`src/rtl/ula_seq.sv`:
```
`default_nettype none
// ============================================================================
//  Module      : ula_seq
//  Description : RV32/64 OP-class ALU with valid/ready handshakes.
//                Base integer ops finish in one cycle. M-extension multiply
//                and divide run iteratively, one bit per cycle.
//  Revision    : 1.0 - initial release
// ============================================================================
module ula_seq #(
  parameter int XLEN    = 32,
  parameter int SHAMT_W = $clog2(XLEN)
) (
  input  logic            clk,
  input  logic            rst_n,
  input  logic            in_valid,
  output logic            in_ready,
  input  logic [XLEN-1:0] data1_in,
  input  logic [XLEN-1:0] data2_in,
  input  logic [6:0]      opcode,
  input  logic [2:0]      funct3,
  input  logic [6:0]      funct7,
  output logic            out_valid,
  input  logic            out_ready,
  output logic [XLEN-1:0] data_out,
  output logic            illegal
);

  localparam int         CNT_W   = $clog2(XLEN);
  localparam logic [6:0] OPC_OP  = 7'b0110011;
  localparam logic [6:0] F7_BASE = 7'b0000000;
  localparam logic [6:0] F7_ALT  = 7'b0100000;
  localparam logic [6:0] F7_MEXT = 7'b0000001;

  typedef enum logic [1:0] {
    S_IDLE = 2'd0,
    S_MUL  = 2'd1,
    S_DIV  = 2'd2,
    S_DONE = 2'd3
  } state_e;

  typedef enum logic [1:0] {
    K_BASE = 2'd0,
    K_MUL  = 2'd1,
    K_DIV  = 2'd2,
    K_ILL  = 2'd3
  } kind_e;

  // Architectural state
  state_e            state_q;
  logic [CNT_W-1:0]  cnt_q;
  logic [2*XLEN-1:0] acc_q;       // MUL: {partial hi, multiplier}; DIV: {remainder, quotient}
  logic [XLEN-1:0]   opb_q;       // multiplicand / divisor magnitude
  logic [XLEN-1:0]   dvd_q;       // raw dividend, returned as remainder on divide by zero
  logic              neg_q;       // negate product / quotient at the end
  logic              rneg_q;      // negate remainder at the end
  logic              sel_q;       // MUL: take high half; DIV: take remainder
  logic              div0_q;
  logic              in_ready_q;
  logic              out_valid_q;
  logic              illegal_q;
  logic [XLEN-1:0]   data_out_q;

  // Decode and single-cycle datapath
  kind_e              kind_w;
  logic [XLEN-1:0]    base_res_w;
  logic [SHAMT_W-1:0] shamt_w;

  assign shamt_w = data2_in[SHAMT_W-1:0];

  // Classify the request and compute any base-op result straight from the inputs
  always_comb begin
    kind_w     = K_ILL;
    base_res_w = '0;
    if (opcode == OPC_OP) begin
      case (funct7)
        F7_BASE: begin
          kind_w = K_BASE;
          case (funct3)
            3'b000:  base_res_w = data1_in + data2_in;
            3'b001:  base_res_w = data1_in << shamt_w;
            3'b010:  base_res_w = {{(XLEN-1){1'b0}}, ($signed(data1_in) < $signed(data2_in))};
            3'b011:  base_res_w = {{(XLEN-1){1'b0}}, (data1_in < data2_in)};
            3'b100:  base_res_w = data1_in ^ data2_in;
            3'b101:  base_res_w = data1_in >> shamt_w;
            3'b110:  base_res_w = data1_in | data2_in;
            default: base_res_w = data1_in & data2_in;
          endcase
        end
        F7_ALT: begin
          if (funct3 == 3'b000) begin
            kind_w     = K_BASE;
            base_res_w = data1_in - data2_in;
          end else if (funct3 == 3'b101) begin
            kind_w     = K_BASE;
            base_res_w = $signed(data1_in) >>> shamt_w;
          end
        end
        F7_MEXT: kind_w = funct3[2] ? K_DIV : K_MUL;
        default: kind_w = K_ILL;
      endcase
    end
  end

  // Operand signedness and magnitudes; the iterative engines work unsigned
  logic            a_sgn_w, b_sgn_w, a_neg_w, b_neg_w;
  logic [XLEN-1:0] mag_a_w, mag_b_w;

  // Derive operand magnitudes so both engines only ever see unsigned values
  always_comb begin
    if (funct3[2]) begin
      a_sgn_w = ~funct3[0];
      b_sgn_w = ~funct3[0];
    end else begin
      a_sgn_w = (funct3 == 3'b001) || (funct3 == 3'b010);
      b_sgn_w = (funct3 == 3'b001);
    end
    a_neg_w = a_sgn_w & data1_in[XLEN-1];
    b_neg_w = b_sgn_w & data2_in[XLEN-1];
    mag_a_w = a_neg_w ? ('0 - data1_in) : data1_in;
    mag_b_w = b_neg_w ? ('0 - data2_in) : data2_in;
  end

  // One step of each engine plus the sign-corrected final results
  logic [XLEN:0]     mul_sum_w;
  logic [2*XLEN-1:0] mul_next_w;
  logic [2*XLEN-1:0] prod_w;
  logic [XLEN-1:0]   res_mul_w;
  logic [XLEN:0]     div_shift_w;
  logic [XLEN:0]     div_diff_w;
  logic [2*XLEN-1:0] div_next_w;
  logic [XLEN-1:0]   quo_w, rem_w, quo_fix_w, rem_fix_w, res_div_w;

  // Shift-add multiply step and restoring-divide step, with end-of-op fixups
  always_comb begin
    mul_sum_w  = {1'b0, acc_q[2*XLEN-1:XLEN]} + (acc_q[0] ? {1'b0, opb_q} : '0);
    mul_next_w = {mul_sum_w, acc_q[XLEN-1:1]};
    prod_w     = neg_q ? ('0 - mul_next_w) : mul_next_w;
    res_mul_w  = sel_q ? prod_w[2*XLEN-1:XLEN] : prod_w[XLEN-1:0];

    div_shift_w = {acc_q[2*XLEN-1:XLEN], acc_q[XLEN-1]};
    div_diff_w  = div_shift_w - {1'b0, opb_q};
    if (div_diff_w[XLEN]) begin
      div_next_w = {div_shift_w[XLEN-1:0], acc_q[XLEN-2:0], 1'b0};
    end else begin
      div_next_w = {div_diff_w[XLEN-1:0], acc_q[XLEN-2:0], 1'b1};
    end
    quo_w = div_next_w[XLEN-1:0];
    rem_w = div_next_w[2*XLEN-1:XLEN];

    // Divide by zero bypasses the sign fixups; signed overflow falls out naturally
    if (div0_q) begin
      quo_fix_w = '1;
      rem_fix_w = dvd_q;
    end else begin
      quo_fix_w = neg_q  ? ('0 - quo_w) : quo_w;
      rem_fix_w = rneg_q ? ('0 - rem_w) : rem_w;
    end
    res_div_w = sel_q ? rem_fix_w : quo_fix_w;
  end

  // Control FSM with registered handshake outputs and the iteration registers
  always_ff @(posedge clk or negedge rst_n) begin
    if (!rst_n) begin
      state_q     <= S_IDLE;
      cnt_q       <= '0;
      acc_q       <= '0;
      opb_q       <= '0;
      dvd_q       <= '0;
      neg_q       <= 1'b0;
      rneg_q      <= 1'b0;
      sel_q       <= 1'b0;
      div0_q      <= 1'b0;
      in_ready_q  <= 1'b1;
      out_valid_q <= 1'b0;
      illegal_q   <= 1'b0;
      data_out_q  <= '0;
    end else begin
      case (state_q)
        S_IDLE: begin
          if (in_valid && in_ready_q) begin
            in_ready_q <= 1'b0;
            case (kind_w)
              K_MUL: begin
                state_q <= S_MUL;
                cnt_q   <= CNT_W'(XLEN-1);
                acc_q   <= {{XLEN{1'b0}}, mag_a_w};
                opb_q   <= mag_b_w;
                neg_q   <= a_neg_w ^ b_neg_w;
                sel_q   <= (funct3[1:0] != 2'b00);
              end
              K_DIV: begin
                state_q <= S_DIV;
                cnt_q   <= CNT_W'(XLEN-1);
                acc_q   <= {{XLEN{1'b0}}, mag_a_w};
                opb_q   <= mag_b_w;
                dvd_q   <= data1_in;
                neg_q   <= a_neg_w ^ b_neg_w;
                rneg_q  <= a_neg_w;
                sel_q   <= funct3[1];
                div0_q  <= (data2_in == '0);
              end
              K_BASE: begin
                state_q     <= S_DONE;
                data_out_q  <= base_res_w;
                illegal_q   <= 1'b0;
                out_valid_q <= 1'b1;
              end
              default: begin
                state_q     <= S_DONE;
                data_out_q  <= '0;
                illegal_q   <= 1'b1;
                out_valid_q <= 1'b1;
              end
            endcase
          end
        end
        S_MUL: begin
          acc_q <= mul_next_w;
          if (cnt_q == '0) begin
            state_q     <= S_DONE;
            data_out_q  <= res_mul_w;
            illegal_q   <= 1'b0;
            out_valid_q <= 1'b1;
          end else begin
            cnt_q <= cnt_q - 1'b1;
          end
        end
        S_DIV: begin
          acc_q <= div_next_w;
          if (cnt_q == '0) begin
            state_q     <= S_DONE;
            data_out_q  <= res_div_w;
            illegal_q   <= 1'b0;
            out_valid_q <= 1'b1;
          end else begin
            cnt_q <= cnt_q - 1'b1;
          end
        end
        S_DONE: begin
          if (out_ready) begin
            state_q     <= S_IDLE;
            out_valid_q <= 1'b0;
            in_ready_q  <= 1'b1;
          end
        end
        default: begin
          state_q     <= S_IDLE;
          out_valid_q <= 1'b0;
          in_ready_q  <= 1'b1;
        end
      endcase
    end
  end

  assign in_ready  = in_ready_q;
  assign out_valid = out_valid_q;
  assign data_out  = data_out_q;
  assign illegal   = illegal_q;

endmodule
`default_nettype wire

```
`config.mk`:
```
export PLATFORM = sky130hd
export DESIGN_NAME = ula_seq
export DESIGN_NICKNAME = d
export VERILOG_FILES = /design/src/rtl/ula_seq.sv
export SDC_FILE = /design/constraint.sdc
export NUM_CORES = 1
export LEC_CHECK = 0
export ABC_CLOCK_PERIOD_IN_PS = 6400
export CAP_MARGIN = 10
export CORE_MARGIN = 2
export CORE_UTILIZATION = 30
export CTS_CLUSTER_DIAMETER = 120
export DETAILED_ROUTE_END_ITERATION = 8
export PLACE_DENSITY_LB_ADDON = 0.1
export SLEW_MARGIN = 20
export SYNTH_ARGS = -nofsm -noshare
export SYNTH_HDL_FRONTEND = slang
export SYNTH_SLANG_ARGS = --single-unit
```
`constraint.sdc`:
```
create_clock -name clk -period 6.4 [get_ports clk]
set_clock_uncertainty 0.2 [all_clocks]
set_input_delay 0.64 -clock clk [delete_from_list [all_inputs] [get_ports clk]]
set_output_delay 0.64 -clock clk [all_outputs]
set_load 0.05 [all_outputs]
```
==> results.json <==
{
  "synthDistinctLibCells": 93,
  "tritoncts": "yes",
  "relSlewSlack": 0.3095,
  "fmax_mhz": 174.0,
  "min_to": "opb_q[29]",
  "ff2ff_path_depth": 16,
  "initial_utilization": 0.3027,
  "routed_wirelength_microns": 153200,
  "dr.first_iter.drc_count": 3646,
  "coreArea_sq_um": 88370,
  "synth_edf_count": 0,
  "antenna_found_initial": 13,
  "crit_path_start_kind": "register",
  "grt_pass1_wl_microns": 219000,
  "grt_util_all_layers": 0.3286,
  "status": "completed",
  "ctsHoldBuffers": 1,
  "avgRoutedWirePerCell_microns": 30.66,
  "vias": 30889,
  "layout-drive-gt1-share": 0.08390,
  "required_ns": 6.58,
  "dr.pass1.iters": 8,
  "rsz0062_at_grt": "no",
  "io_buffer_count": 119,
  "critPathKind": "reg -> reg",
  "power_density_nw_per_um2": 325.3,
  "num_rows": 109,
  "postCtsSetupBuffers": 0,
  "worstHoldStart": "opb_q[29]",
  "syn_area_per_cell_sq_um": 7.013,
  "end_kind": "register",
  "dieArea_sq_um": 91580,
  "hold_depth": 2,
  "dp_hpwl_microns": 121900,
  "io_pins": 120,
  "netlist_instances": 3815,
  "final_nets": 4077,
  "p_leak_nw": 12.31,
  "cts.sinks": 174,
  "path_clk_slew_ns": 0.08,
  "layout_setup_ws_ns": 0.6523,
  "fillers": 9812,
  "cts-root-to-sink-buffers": 2,
  "drv_slew": 0,
  "numCtsBuffers": 17,
  "arrival_ns": 5.93,
  "clock-root-buffer": "clkbuf_16",
  "die_width_microns": 302.6,
  "fin_crit_ns": 5.748,
  "reg2reg_from": "acc_q[0]",
  "fin_area_sq_um": 30150,
  "hold_viol": 0,
  "mappedNetlistNets": 4079,
  "die_y_microns": 302.6,
  "worstPathMaxFanout": 9,
  "ys.warnings.count": 0,
  "worst-r2r-setup-slack_ns": 0.65,
  "hold_path.class": "reg -> reg",
  "ir_drop_mv": 0.3972,
  "fin_crit_sh": 0.8981,
  "drt_drc_violations_left": 0,
  "r2r_end": "data_out[29]",
  "post_cts_resized": 0,
  "ys.flop_type": "dfrtp_1",
  "dpl_worst_slack_ns": 0.6893,
  "async_reset_ff_frac": 1.000,
  "setup_viol": 0,
  "placedInstanceArea_sq_um": 29530,
  "clock_latency_ns": 0.50,
  "postRouteAntennaNets": 0,
  "grt_pass1_vias": 29927,
  "areaGrowthSynthToFinish_pct": 12.69,
  "cap_viol_max_count": 0,
  "tightest_slew_ns": 1.033,
  "via_per_inst": 6.182,
  "cts_max_level": 4,
  "tns_ns": 0,
  "overflow": 0,
  "seq_area_frac_synth": 0.1628,
  "syn_area_sq_um": 26750,
  "grt_max_degree": 140,
  "gp_congestion": 1.024,
  "power.total_mw": 9.806,
  "synth-seq-cells": 174
}
## layout by cell type (no fill, tap or decap), drive strengths merged, types with 17 or more instances in the layout
cell             n
a21oi          406
nor2           385
o211ai          39
or3             27
o221ai          25
ha             175
nor4            39
mux4            47
o21ai          415
nand4           25
mux2            17
o21a            23
or2             22
nand2          392
or4             23
nand3           63
o22ai           33
nor2b           22
o31ai           50
nand2b          21
inv            196
nor3            97
a22oi           58
a211oi          56
a21o            40
a31oi           59
mux2i           63
clkbuf          21
dfrtp          173
o21bai          22
a221oi          18
buf            158
and2            25
xnor2          173
xor2            66
clkdlybuf4s50  112
## final cells by class
class,count,area (sq um),area share
multi-input cells,3157,20630,0.6844
inverters,191,716.9,0.02378
clock buffers,20,456.7,0.01515
clock inverters,12,136.4,0.004524
diodes,6,15.01,0.0004980
repair buffers,272,2371,0.07864
well taps,1165,1458,0.04835
flip-flops and latches,174,4360,0.1446
## cell families after synthesis
kind of cell | count (synthesis) | share of synthesized area
DFF | 174 | 0.1628
xor gates and xnor gates | 239 | 0.07824
muxes | 127 | 0.07029
and+or+nand+nor | 1206 | 0.2094
AOI/OAI and AO/OA | 1406 | 0.3261
adders and majority gates | 179 | 0.08483
buffers and inverters | 484 | 0.06842
## flip-flops by register name, summed over array words and instances (netlist names)
name / cells
in_ready: 1
state_q: 2
cnt_q: 5
out_valid: 1
neg_q: 1
data_out: 32
dvd_q: 32
rneg_q: 1
div0_q: 1
opb_q: 32
illegal: 1
sel_q: 1
acc_q: 64
## metal layers
metal  part of all wire  routed length [microns]  global-route usage  vias up
met1               0.43                    66180              0.4374    15191
met5            0.00027                       41                   0        -
li1                   -                        -                   -    13943
met2               0.45                    68600              0.5211     1435
met3              0.066                    10140             0.04826      314
met4              0.054                     8230              0.1578        6
## report_power, final
| part | internal, mW | switching [mW] | leakage (nW) |
|---|---|---|---|
| clock network | 0.575 | 0.568 | 0.294 |
| logic | 2.15 | 4.67 | 9.73 |
| registers | 1.37 | 0.475 | 2.29 |
## worst max-delay path, stage by stage (launching register included)
cell and delay [ns]:
dfrtp_1 0.38, buf_4 0.19, and2_1 0.15, ha_1 0.21, fa_1 0.44, a211oi_1 0.41, o21ai_0 0.31, a211oi_1 0.30
o21ai_0 0.17, xor2_1 0.21, a211o_1 0.36, or4_1 0.67, or4_4 0.62, o21ai_1 0.19, xor2_1 0.20, a211oi_1 0.09
or4_1 0.51
## worst max-delay path by stage
stage                          from      endpoint  slack (ns)  cells after the start
after floorplan           acc_q[31]  data_out[30]        0.76                     22
after global placement    funct3[1]  data_out[22]        0.73                     15
after detailed placement  funct3[1]  data_out[22]        0.69                     15
after CTS                  acc_q[0]  data_out[31]        0.67                     16
after global routing       acc_q[0]  data_out[29]        0.25                     16
final                      acc_q[0]  data_out[29]        0.65                     16
## through the flow
stage | hold WS [ns] | utilization | instances
2_1_floorplan | 0.1444 | - | 3815
5_1_grt | 0.3186 | 0.3410 | 4992
3_5_place_dp | 0.2741 | 0.3342 | 4958
6_report | 0.2828 | 0.3411 | 4997
4_1_cts | 0.2906 | 0.3410 | 4991
3_3_place_gp | 0.2650 | 0.3342 | 4958
## cells in the mapped netlist, types with 18 or more instances
cell type,instances,share of area
xnor2_1,173,0.057
mux2i_1,63,0.024
or3_1,25,0.0058
o21ai_0,412,0.077
ha_1,175,0.082
o21a_1,23,0.0065
a21o_1,40,0.011
clkbuf_1,256,0.036
nand2_1,392,0.055
o31ai_1,49,0.014
nor4_1,38,0.0089
a211oi_1,56,0.016
nand3_1,63,0.012
o221ai_1,25,0.0082
a22oi_1,58,0.016
xor2_1,66,0.022
and2_1,25,0.0058
nor2b_1,22,0.0051
o211ai_1,39,0.011
nand4_1,24,0.0056
inv_1,186,0.026
nor2_1,385,0.054
dfrtp_1,173,0.16
o22ai_1,33,0.0077
mux4_2,47,0.040
a31oi_1,59,0.014
nand2b_1,21,0.0049
o21bai_1,22,0.0062
buf_1,30,0.0042
nor3_1,96,0.018
a21oi_1,406,0.076
or2_2,22,0.0051
a221oi_1,18,0.0059
Power figures use the tool's default switching activity.
